==> src/rtl/maria_regfile_p_if.sv <==
// CPU-side access bus for the MARIA register window.
// The CPU decoder drives the master side and the register file is the slave.
interface maria_regfile_p_if #(
  parameter int unsigned NUM_PAL = 8
);
  localparam int unsigned AddrW = $clog2(4 * NUM_PAL);

  logic             bus_ce;
  logic             sel;
  logic             we;
  logic [AddrW-1:0] addr;
  logic [7:0]       wdata;
  logic [7:0]       rdata;

  modport master (
    output bus_ce,
    output sel,
    output we,
    output addr,
    output wdata,
    input  rdata
  );

  modport slave (
    input  bus_ce,
    input  sel,
    input  we,
    input  addr,
    input  wdata,
    output rdata
  );
endinterface

==> src/rtl/maria_regfile_p.sv <==
// MARIA register file: colour, control, charbase and display-list-list pointer
// registers, with optional line-synchronous deferral of colour writes.
module maria_regfile_p #(
  parameter int unsigned NUM_PAL   = 8,
  parameter int unsigned DEFER_PAL = 1,
  parameter logic [7:0]  BAD_READ  = 8'hBE
) (
  input  logic                         sysclock_i,
  input  logic                         reset_i,
  maria_regfile_p_if.slave             bus,
  input  logic [7:0]                   status_i,
  input  logic                         line_active_i,
  input  logic                         line_end_i,
  output logic [8*(1+3*NUM_PAL)-1:0]   color_map_o,
  output logic [7:0]                   ctrl_o,
  output logic [7:0]                   char_base_o,
  output logic [15:0]                  zp_o,
  output logic                         zp_valid_o,
  output logic                         wsync_pulse_o,
  output logic                         pending_o
);

  localparam int unsigned NumColor = 1 + 3 * NUM_PAL;
  localparam int unsigned AddrW    = $clog2(4 * NUM_PAL);
  localparam int unsigned RowW     = AddrW - 2;
  localparam int unsigned IdxW     = $clog2(NumColor);
  localparam bit          DeferOn  = (DEFER_PAL != 0);

  logic [NumColor-1:0][7:0] live_q, live_d;
  logic [NumColor-1:0][7:0] shadow_q, shadow_d;
  logic [NumColor-1:0]      pend_q, pend_d;
  logic [7:0]               ctrl_q, ctrl_d;
  logic [7:0]               char_base_q, char_base_d;
  logic [7:0]               dpph_q, dpph_d;
  logic [7:0]               dppl_q, dppl_d;
  logic                     dpph_wr_q, dpph_wr_d;
  logic                     dppl_wr_q, dppl_wr_d;
  logic                     wsync_q, wsync_d;
  logic [7:0]               rdata_q, rdata_d;

  logic             access, wr_en, rd_en;
  logic [AddrW-1:0] off;
  logic [RowW-1:0]  row;
  logic [1:0]       col;
  logic             is_color;
  logic [IdxW-1:0]  color_idx;
  logic             is_wsync, is_status, is_dpph, is_dppl, is_charbase, is_ctrl;
  logic [7:0]       rd_val;

  assign access = bus.bus_ce & bus.sel;
  assign wr_en  = access & bus.we;
  assign rd_en  = access & ~bus.we;
  assign off    = bus.addr;
  assign row    = off[AddrW-1:2];
  assign col    = off[1:0];

  // Offset 0 is background; any non-zero column is a palette colour.
  always_comb begin
    is_color    = (off == '0) || (col != 2'd0);
    color_idx   = '0;
    is_wsync    = 1'b0;
    is_status   = 1'b0;
    is_dpph     = 1'b0;
    is_dppl     = 1'b0;
    is_charbase = 1'b0;
    is_ctrl     = 1'b0;
    if (off != '0 && col != 2'd0) begin
      color_idx = IdxW'(32'd3 * 32'(row) + 32'(col));
    end
    if (!is_color) begin
      case (32'(row))
        32'd1:   is_wsync    = 1'b1;
        32'd2:   is_status   = 1'b1;
        32'd3:   is_dpph     = 1'b1;
        32'd4:   is_dppl     = 1'b1;
        32'd5:   is_charbase = 1'b1;
        32'd7:   is_ctrl     = 1'b1;
        default: ;
      endcase
    end
  end

  always_comb begin
    rd_val = BAD_READ;
    if (is_color) begin
      rd_val = pend_q[color_idx] ? shadow_q[color_idx] : live_q[color_idx];
    end else if (is_status) begin
      rd_val = status_i;
    end else if (is_dpph) begin
      rd_val = dpph_q;
    end else if (is_dppl) begin
      rd_val = dppl_q;
    end else if (is_charbase) begin
      rd_val = char_base_q;
    end else if (is_ctrl) begin
      rd_val = ctrl_q;
    end
  end

  // A write in the line_end cycle bypasses the shadow so the CPU value wins.
  always_comb begin
    live_d   = live_q;
    shadow_d = shadow_q;
    pend_d   = pend_q;
    for (int i = 0; i < NumColor; i++) begin
      if (wr_en && is_color && color_idx == IdxW'(i)) begin
        if (DeferOn && line_active_i && !line_end_i) begin
          shadow_d[i] = bus.wdata;
          pend_d[i]   = 1'b1;
        end else begin
          live_d[i] = bus.wdata;
          pend_d[i] = 1'b0;
        end
      end else if (DeferOn && line_end_i && pend_q[i]) begin
        live_d[i] = shadow_q[i];
        pend_d[i] = 1'b0;
      end
    end
  end

  always_comb begin
    ctrl_d      = ctrl_q;
    char_base_d = char_base_q;
    dpph_d      = dpph_q;
    dppl_d      = dppl_q;
    dpph_wr_d   = dpph_wr_q;
    dppl_wr_d   = dppl_wr_q;
    wsync_d     = wr_en & is_wsync;
    rdata_d     = rd_en ? rd_val : rdata_q;
    if (wr_en) begin
      if (is_ctrl)     ctrl_d      = bus.wdata;
      if (is_charbase) char_base_d = bus.wdata;
      if (is_dpph) begin
        dpph_d    = bus.wdata;
        dpph_wr_d = 1'b1;
      end
      if (is_dppl) begin
        dppl_d    = bus.wdata;
        dppl_wr_d = 1'b1;
      end
    end
  end

  always_ff @(posedge sysclock_i or posedge reset_i) begin
    if (reset_i) begin
      live_q      <= '0;
      shadow_q    <= '0;
      pend_q      <= '0;
      ctrl_q      <= 8'h40;
      char_base_q <= 8'h00;
      dpph_q      <= 8'h18;
      dppl_q      <= 8'h20;
      dpph_wr_q   <= 1'b0;
      dppl_wr_q   <= 1'b0;
      wsync_q     <= 1'b0;
      rdata_q     <= 8'h00;
    end else begin
      live_q      <= live_d;
      shadow_q    <= shadow_d;
      pend_q      <= pend_d;
      ctrl_q      <= ctrl_d;
      char_base_q <= char_base_d;
      dpph_q      <= dpph_d;
      dppl_q      <= dppl_d;
      dpph_wr_q   <= dpph_wr_d;
      dppl_wr_q   <= dppl_wr_d;
      wsync_q     <= wsync_d;
      rdata_q     <= rdata_d;
    end
  end

  assign bus.rdata     = rdata_q;
  assign color_map_o   = live_q;
  assign ctrl_o        = ctrl_q;
  assign char_base_o   = char_base_q;
  assign zp_o          = {dpph_q, dppl_q};
  assign zp_valid_o    = dpph_wr_q & dppl_wr_q;
  assign wsync_pulse_o = wsync_q;
  assign pending_o     = |pend_q;

endmodule

==> src/flat_wrapper.sv <==
// flat-port wrapper written by rule: the top's interface ports become plain ports
module maria_regfile_p_flat 
#(
  parameter int unsigned NUM_PAL   = 8,
  parameter int unsigned DEFER_PAL = 1,
  parameter logic [7:0]  BAD_READ  = 8'hBE
)
  (sysclock_i, reset_i, status_i, line_active_i, line_end_i, color_map_o, ctrl_o, char_base_o, zp_o, zp_valid_o, wsync_pulse_o, pending_o, bus_bus_ce, bus_sel, bus_we, bus_addr, bus_wdata, bus_rdata);
  maria_regfile_p_if #(.NUM_PAL(NUM_PAL)) bus_i ();
  input  logic sysclock_i;
  input  logic reset_i;
  input  logic [7:0] status_i;
  input  logic line_active_i;
  input  logic line_end_i;
  output logic [8*(1+3*NUM_PAL)-1:0] color_map_o;
  output logic [7:0] ctrl_o;
  output logic [7:0] char_base_o;
  output logic [15:0] zp_o;
  output logic zp_valid_o;
  output logic wsync_pulse_o;
  output logic pending_o;
  input wire logic [$bits(bus_i.bus_ce)-1:0] bus_bus_ce;
  input wire logic [$bits(bus_i.sel)-1:0] bus_sel;
  input wire logic [$bits(bus_i.we)-1:0] bus_we;
  input wire logic [$bits(bus_i.addr)-1:0] bus_addr;
  input wire logic [$bits(bus_i.wdata)-1:0] bus_wdata;
  output wire logic [$bits(bus_i.rdata)-1:0] bus_rdata;
  assign bus_i.bus_ce = bus_bus_ce;
  assign bus_i.sel = bus_sel;
  assign bus_i.we = bus_we;
  assign bus_i.addr = bus_addr;
  assign bus_i.wdata = bus_wdata;
  assign bus_rdata = bus_i.rdata;
  maria_regfile_p #(.NUM_PAL(NUM_PAL), .DEFER_PAL(DEFER_PAL), .BAD_READ(BAD_READ)) u_core (.sysclock_i(sysclock_i), .reset_i(reset_i), .bus(bus_i), .status_i(status_i), .line_active_i(line_active_i), .line_end_i(line_end_i), .color_map_o(color_map_o), .ctrl_o(ctrl_o), .char_base_o(char_base_o), .zp_o(zp_o), .zp_valid_o(zp_valid_o), .wsync_pulse_o(wsync_pulse_o), .pending_o(pending_o));
endmodule
==> config.mk <==
export PLATFORM = sky130hd
export DESIGN_NAME = maria_regfile_p_flat
export DESIGN_NICKNAME = d
export VERILOG_FILES = /design/src/rtl/maria_regfile_p_if.sv /design/src/rtl/maria_regfile_p.sv /design/src/flat_wrapper.sv
export SDC_FILE = /design/constraint.sdc
export NUM_CORES = 1
export LEC_CHECK = 0
export ABC_CLOCK_PERIOD_IN_PS = 20500
export CAP_MARGIN = 20
export CORE_AREA = 2 2 242 244
export DETAILED_ROUTE_END_ITERATION = 7
export DIE_AREA = 0 0 244 246
export PLACE_DENSITY = 0.61
export SYNTH_ARGS = -nofsm -noshare
export SYNTH_HDL_FRONTEND = slang
export SYNTH_SLANG_ARGS = --single-unit
==> constraint.sdc <==
create_clock -name sysclock_i -period 20.5 [get_ports sysclock_i]
set_input_delay 5.125 -clock sysclock_i [delete_from_list [all_inputs] [get_ports sysclock_i]]
set_output_delay 5.125 -clock sysclock_i [all_outputs]
set_load 0.05 [all_outputs]
-- Word level (Yosys, flattened, before mapping)
Cells that the tools add are included.
- logic and storage cells: 414
- register bits after elaboration: 468
- bits of input ports: 28
- bitwise gates (word level): 6
- add/subtract/negate cells: 1
- order comparisons: 1
- multiply operators: 1
- multiplexer cells: 128
- reductions and logical operators: 139
- eq/ne operators: 55
- operators by type and width (operator ; count):
    $mux 8 ; 60
    $reduce_and 2->1 ; 54
    $bmux 8 s5 ; 2
    $mux 1 ; 64
    $logic_and 1x1->1 ; 53
    $reduce_bool 2->1 ; 26
    $ne 2x2->1 const B ; 25
    $eq 5x5->1 const B ; 9
    $eq 5x4->1 const B ; 8
    $reduce_or 25->1 ; 1
    $eq 5x3->1 const B ; 4
    $eq 5x2->1 const B ; 2
    $logic_not 5->1 ; 2
    $eq 3x3->1 const B ; 3
    $eq 3x2->1 const B ; 2
    $lt 5x6->1 const B ; 1
    $add 5x2->5 ; 1
    $and 1x1->1 ; 5
    $bmux 1 s5 ; 1
    $eq 5x1->1 const B ; 1
    $mul 2x3->5 const A ; 1
    $mux 5 ; 1
    $reduce_bool 5->1 ; 1
    $eq 3x1->1 const B ; 1
    3 further kinds ; 3

-- Logic depth before layout (Yosys ltp)
Gate-level depths: netlist of the first run.
- depth in word-level cells: 9
- depth in mapped cells: 16

-- Worst setup path before layout of the first run
Ideal clock, no wire load.
- path type: input to register
- start point: input port bus_addr[1]
- end point: register u_core.shadow_q[100] (netlist name)
- setup slack: 12.111 ns
- stages: 12
- arrival time: 8.264 ns
- setup time: 0.125 ns
- buffers on the path: 2
- cells stage by stage: buf_6 inv_1 fa_1 inv_1 ha_1 fa_1 inv_1 nor3_2 nand4_1 buf_2 nor2_4 mux2_2
- word-level cells in the longest chain between the ends: 6
- elaborated cells on any way between the ends: 11
- those cells by class: add/sub: 1; eq/ne: 1; mux: 1; reduce/logical: 8
- RTL lines (what ; RTL line ; source):
    start, declared ; flat_wrapper.sv:25 ; input wire logic [$bits(bus_i.addr)-1:0] bus_addr;
    parallel branches: the longest is 4 deep, another holds $add 5x2->5 ; -- ;
    $logic_and 1x1->1 * ; maria_regfile_p.sv:106 ; if (wr_en && is_color && color_idx == IdxW'(i)) begin
    $reduce_and 2->1 (no source line) * ; -- ;
    end signal, assigned ; maria_regfile_p.sv:159 ; shadow_q <= shadow_d;
    end, declared ; maria_regfile_p.sv:30 ; logic [NumColor-1:0][7:0] shadow_q, shadow_d;
Mark *: on every way between the ends.
A chain may end at the register's enable or synchronous reset.

-- Worst setup path after layout of the first run
- start point: input port bus_addr[1]
- end point: register u_core.live_q (netlist bit u_core.color_map_o[101])
- word-level cells in the longest chain between the ends: 7
- elaborated cells on any way between the ends: 14
- those cells by class: add/sub: 1; eq/ne: 2; mux: 2; reduce/logical: 9
- RTL lines (what ; RTL line ; source):
    parallel branches: the longest is 4 deep, another holds $add 5x2->5 ; -- ;
    $logic_and 1x1->1 * ; maria_regfile_p.sv:106 ;
    $ne 2x2->1 (no source line) / $reduce_bool 2->1 (equally long branches) ; -- ;
    $reduce_and 2->1 (no source line) ; -- ;
    end signal, assigned ; maria_regfile_p.sv:158 ; live_q <= live_d;
    end, declared ; maria_regfile_p.sv:29 ; logic [NumColor-1:0][7:0] live_q, live_d;
Marked as above.

==> results of run 1 <==
Yosys cell counts, types with 8 or more instances:
cell	n
o21ai_1	17
a222oi_1	13
a31oi_1	15
nor3_1	14
ha_1	9
nand2_1	208
nor2_1	150
buf_4	20
nand4_1	18
buf_2	62
inv_1	19
dfrtp_1	464
and3_1	8
a21oi_1	161
a211oi_1	10
mux2i_1	255
nand2b_1	30
buf_1	19
o221ai_1	43
mux2_2	266
o21ai_0	186
nand3_1	35
o22ai_1	31
o211ai_1	10
clkbuf_1	91
mux4_2	14
o311ai_0	10
layout make-up:
| cell class | count | area share |
|---|---|---|
| clock buffer | 78 | 0.05200 |
| clock inverter | 14 | 0.009184 |
| inverter | 20 | 0.002806 |
| multi-input combinational | 1602 | 0.4005 |
| sequential | 468 | 0.3982 |
| tap | 765 | 0.03253 |
| timing repair buffer | 320 | 0.1049 |
state kept, by name, summed over array words and instances, names as in the netlist:
| signal | cells |
|---|---|
| u_core.color_map_o | 200 |
| u_core.ctrl_o | 8 |
| u_core.bus.rdata | 8 |
| u_core.wsync_pulse_o | 1 |
| u_core.pend_q | 25 |
| u_core.shadow_q | 200 |
| u_core.char_base_o | 8 |
| u_core.dpph_wr_q | 1 |
| u_core.dppl_q | 8 |
| u_core.dpph_q | 8 |
| u_core.dppl_wr_q | 1 |
metal layers:
| layer | routed length (um) | vias to the layer above | track usage |
|---|---|---|---|
| li1 | - | 8673 | - |
| met1 | 36120 | 10110 | 0.3829 |
| met2 | 41220 | 851 | 0.4587 |
| met3 | 5921 | 185 | 0.04542 |
| met4 | 3742 | 4 | 0.1205 |
| met5 | 28 | - | 0 |
per-stage QoR:
step	instances	util	power (mW)
3_3_place_gp	3159	0.4786	1.750
3_5_place_dp	3162	0.4792	1.755
6_report	3267	0.5130	2.754
2_1_floorplan	2288	-	1.500
5_1_grt	3267	0.5130	2.838
4_1_cts	3254	0.5106	2.758
power by group:
group	switching, mW	internal [mW]
registers	0.0781	0.996
logic	0.464	0.212
clock network	0.392	0.612
total	0.934	1.82
worst reg2reg max path: stages (launching register included):
cell,delay [ns]
dfrtp_1,0.42
inv_1,0.11
a31oi_2,0.20
o221ai_2,0.17
a2111oi_4,0.46
a21o_1,0.26
o311ai_0,0.19
a31oi_1,0.46
placed cells by master (no fill, tap or decap), drive strengths merged, types with 13 or more instances in the layout:
master           n
a31oi           17
inv             19
o221ai          45
buf             58
o22ai           32
nand2          208
dfrtp          464
nor3            16
nor2           158
mux2i          256
mux2           267
nand2b          30
clkdlybuf4s50  262
o21ai          206
nand4           23
clkbuf          78
mux4            14
a21oi          164
a222oi          13
nand3           35
worst paths after layout:
path,depth (start not counted),end,from,slack (ns)
max,13,u_core.color_map_o[101],bus_addr[1],10.00
min,1,u_core.dpph_wr_q,u_core.dpph_wr_q,0.46
max reg2reg,7,u_core.bus.rdata[3],u_core.pend_q[18],18.08
min reg2reg,1,u_core.dpph_wr_q,u_core.dpph_wr_q,0.46
max in group asynchronous,5,u_core.color_map_o[31],reset_i,13.21
min in group asynchronous,2,u_core.color_map_o[42],reset_i,5.06
cells by family (layout without fill, tap and decap cells):
group / count (synthesis) / in the layout / share of synthesized area
AO/OA/AOI/OAI: 543 / 543 / 0.1364
multiplexers: 537 / 537 / 0.2406
AND/OR/NAND/NOR: 510 / 510 / 0.09595
flip-flops: 468 / 468 / 0.4787
buffers and inverters: 218 / 432 / 0.04151
adder cells (fa/ha/maj): 11 / 11 / 0.006236
XOR/XNOR: 1 / 1 / 0.0006647
==> reports/metrics.cfg, run 1 <==
[timing]
slew_violations=0
max_freq_ghz=0.09527
setup_viol=0
finClkSkew_ns=0.02177
rsz0062_at_grt=no
finalHoldViolations=0
worst_slew_pin_slew_ns=1.152
maxSlewHeadroom=0.2269
fin_crit_sh=0.5120
worst_slack_ns=10.00
fin_crit_ns=10.50
hold_ws_ns=0.4621
fin_setup_tns_ns=0

[setup_path]
crit_chain=clkdlybuf4s50_1 > inv_1 > fa_1 > inv_1 > ha_4 > buf_4 > o22a_2 > buf_4 > nor2_2 > nand4_1 > a21oi_1 > nor2_1 > o21ai_0
critPathMaxStageDelay_ns=0.83
arrival_ns=10.94
critical_path.max_fanout=57
crit_family=buffers and inverters
path_buf_inv=5
worstSetupStartpointType=input pin
cp_slowest_cell=nor2_1
worstSetupEndpointType=register
cp.required_ns=20.94
crit_type=in2reg

[place]
routabilityCongestion=0.9323
port_buffers=270
post_dp_cell_area_mm2=0.02749
hpwl_um=59170
place_ws_ns=9.490

[pwr]
irDropWorstVdd_uv=72.97
power_leakage_nw=14.03
powerDensity_mw_per_mm2=93.58

[yosys]
syn_nets=2327
synthFlopType=dfrtp_1
synthArstFlopShare=1.000
synth_cell_types=74
ys_seq_area_frac=0.4787
synth_edf_count=0
synth_cells=2288
yosysTopAreaCell=dfrtp_1
syn_avg_cell_area_um2=10.70
synthTopCellsByArea=dfrtp_1 47%, mux2_2 12%, mux2i_1 10%
synth_area_mm2=0.02448
ys_seq_elements=468
yosysTopAreaCellShare=0.4744
ys_warn_count=0

[route]
drt-pass1-iter-count=6
antenna_left=0
drtIter0Drc=1996
num_vias=19820
route.detailed.drc=0
via_per_inst=6.066
post_drt_wl_per_cell_um=26.64
wl_um=87020

[clock_tree]
post_cts_resized=0
clock_sinks=468
cts_setup_buffers=0
cts_buffer_depth=3
cts_tree=yes
cts_hold_buffers=0
root_buffer=clkbuf_16
clk_latency_ns=0.61
numCtsBuffers=53
clk_pin_slew_ns=0.06
cts_max_level=2

[grt]
grt_first_pass_wirelength_um=128500
grt_pass1_vias=19240
antenna_found_initial=3
grt_max_degree=115
grt-ovfl-total=0
grt_usage=0.2850

[final_layout]
layout-drive-gt1-share=0.1871
area_delta_synth_final_pct=20.22
multiInputGateArea_mm2=0.01178
fin_area_mm2=0.02943
diodes=0
nets=2504
regArea_mm2=0.01172
fill_cells=5165

[floorplanning]
rows=88
die_width_um=244
die-height_um=246
die_area_mm2=0.06002
design.core.area_mm2=0.05737
io_pins=271
initial_core_util=0.4267

[run_status]
status=finished, final reports clean

[job]
maxCapViolCount=0

[hold_path]
hold_class=reg2reg

No activity file was read; power rests on OpenSTA's default activity.
==> run 2: changes to the inputs <==
- ABC_CLOCK_PERIOD_IN_PS: 20500 -> 9970
- clock period: 20.5 -> 9.97 ns (I/O delays scaled with it)
==> reports/metrics.cfg, run 2 (synthesized netlist as in run 1, its figures left out) <==
[run_status]
status=finished, final reports clean

[place]
routabilityCongestion=0.9404  ; +0.87%
post_dp_cell_area_mm2=0.02751  ; about the same
dp.cells=3164  ; +0.063%
port_buffers=270  ; unchanged
hpwl_um=58800  ; -0.63%

[pwr]
p_comb_frac=0.245  ; about the same
total_power_mw=5.658  ; +110%
intPower_mw=3.724  ; +100%
power_leakage_nw=14.00  ; -0.21%
irDropWorstVdd_uv=204.0  ; +180%
pwr-share-clk=0.365  ; about the same
power.net_switching_mw=1.934  ; +110%
pwr-share-seq=0.390  ; about the same
p_sw_frac=0.3417  ; +0.002613
powerDensity_mw_per_mm2=192.3  ; +110%

[route]
wl_um=85230  ; -2.1%
antenna_left=0  ; unchanged
drtIter0Drc=2058  ; +3.1%
post_drt_wl_per_cell_um=26.07  ; -2.1%
num_vias=19600  ; -1.1%
via_per_inst=5.994  ; -1.2%
drt-pass1-iter-count=5  ; -1
route.detailed.drc=0  ; unchanged

[hold_path]
hold_class=reg2reg

[floorplanning]
die_width_um=244  ; unchanged
die-height_um=246  ; unchanged
rows=88  ; unchanged
die_area_mm2=0.06002  ; unchanged
design.core.area_mm2=0.05737  ; unchanged
io_pins=271  ; unchanged
initial_core_util=0.4267  ; unchanged

[final_layout]
final_cell_mix=464 x dfrtp_1, 266 x mux2_2, 262 x clkdlybuf4s50_1, 255 x mux2i_1, 208 x nand2_1
area_delta_synth_final_pct=20.18  ; about the same
instances_no_fill=3269  ; +0.061%
fill_cells=5088  ; -1.5%
diodes=0  ; unchanged
nets=2502  ; -0.080%
layout-drive-gt1-share=0.1881  ; +0.001049
fin_area_mm2=0.02942  ; about the same
layout_commonest_cell=dfrtp_1

[setup_path]
arrival_ns=7.68  ; -3.26 ns
critPathMaxStageDelay_ns=0.98  ; +0.15 ns
crit_type=in2reg
cp.required_ns=10.46  ; -10.48 ns
crit_family=simple AND/OR/NAND/NOR gates
path_buf_inv=3  ; -2
critical_path.max_fanout=23  ; -60%
cp_slowest_cell=nand4_1
crit_chain=clkdlybuf4s50_1 > inv_1 > fa_1 > inv_1 > ha_4 > fa_1 > xnor2_2 > nor3_4 > nand4_1 > or2_1 > mux2_2
worstSetupStartpointType=input pin
worstSetupEndpointType=register

[timing]
max_freq_ghz=0.1392
setup_viol=0  ; unchanged
fin_crit_sh=0.7206
slew_violations=0  ; unchanged
worst_slew_pin_slew_ns=1.190  ; +0.03814 ns
fin_crit_ns=7.184
finClkSkew_ns=0.01956  ; -0.002214 ns
finalHoldViolations=0  ; unchanged
maxSlewHeadroom=0.2013  ; -0.02560
fin_setup_tns_ns=0  ; unchanged
rsz0062_at_grt=no

[job]
maxCapViolCount=0  ; unchanged

[grt]
grt_max_degree=139  ; +21%
antenna_found_initial=0  ; -3
grt_usage=0.2797  ; -0.005253
grt-ovfl-total=0  ; unchanged
grt_pass1_vias=19350  ; +0.59%
grt_first_pass_wirelength_um=126800  ; -1.3%

[clock_tree]
cts_max_level=2  ; unchanged
cts_buffer_depth=3  ; unchanged
cts_hold_buffers=0  ; unchanged
cts_tree=yes
clk_pin_slew_ns=0.06  ; about the same
clock_sinks=468  ; unchanged
post_cts_resized=0  ; unchanged
cts_setup_buffers=0  ; unchanged
clk_latency_ns=0.61  ; about the same
numCtsBuffers=52  ; -1.9%
root_buffer=clkbuf_16

==> run 2: cell count changes in the layout (fill, tap and decap cells not counted), moves of 2 or more <==
cell / before / now
buf_16: 2 / 0
buf_12: 0 / 2
inv_6: 0 / 2
clkbuf_8: 11 / 8
clkinvlp_4: 0 / 6
==> run 2: area by class of cell <==
class	instances	area [um^2]	area share
clock buffer	74	1485	0.05049
inverter	20	78.83	0.002680
tap	765	957.2	0.03254
sequential	468	11720	0.3983
timing repair buffer	319	3059	0.1040
clock inverter	21	329.1	0.01119
multi-input combinational	1602	11790	0.4008
==> run 2: final timing paths <==
kind                                   startpoint                 endpoint  slack (ns)  cells past startpoint
max reg2reg                u_core.color_map_o[41]      u_core.bus.rdata[1]        7.34                      6
min                              u_core.dpph_wr_q         u_core.dpph_wr_q        0.46                      1
min in group asynchronous                 reset_i   u_core.color_map_o[43]        2.41                      2
max in group asynchronous                 reset_i  u_core.color_map_o[158]        5.46                      4
min reg2reg                      u_core.dpph_wr_q         u_core.dpph_wr_q        0.46                      1
max                                   bus_addr[1]      u_core.shadow_q[71]        2.79                     11
==> run 2: worst reg2reg max path: stages, from the launching register on <==
cell,delay [ns]
dfrtp_1,0.40
nor3_1,0.17
nor2_1,0.08
o21ai_0,0.59
nand3_1,0.25
o311ai_0,0.74
a31oi_1,0.22
==> run 2: layer usage <==
layer  vias to the layer above  wire (um)  part of all wire  global-route usage
met5                         -          0                 0                   0
met4                         0       3954             0.046              0.1169
met3                       192       5919             0.069             0.06100
met2                       768      40200              0.47              0.4515
met1                      9969      35150              0.41              0.3646
li1                       8666          -                 -                   -
==> run 2: power groups by stage <==
stage | Sequential (mW) | Clock (mW) | Combinational, mW
after floorplan | 2.52 | 0 | 0.560
after global placement | 2.23 | 0 | 1.36
after detailed placement | 2.23 | 0 | 1.37
after CTS | 2.20 | 2.09 | 1.38
after global routing | 2.22 | 2.17 | 1.45
final | 2.21 | 2.06 | 1.39
==> run 2: per-stage QoR <==
stage | util | worst slack, ns | hold WS, ns
floorplan | - | 1.144 | 0.4252
global placement | 0.4793 | 2.168 | 0.4437
detailed placement | 0.4796 | 2.208 | 0.4471
CTS | 0.5113 | 2.827 | 0.4604
global route | 0.5128 | 2.483 | 0.4628
finish | 0.5128 | 2.786 | 0.4588
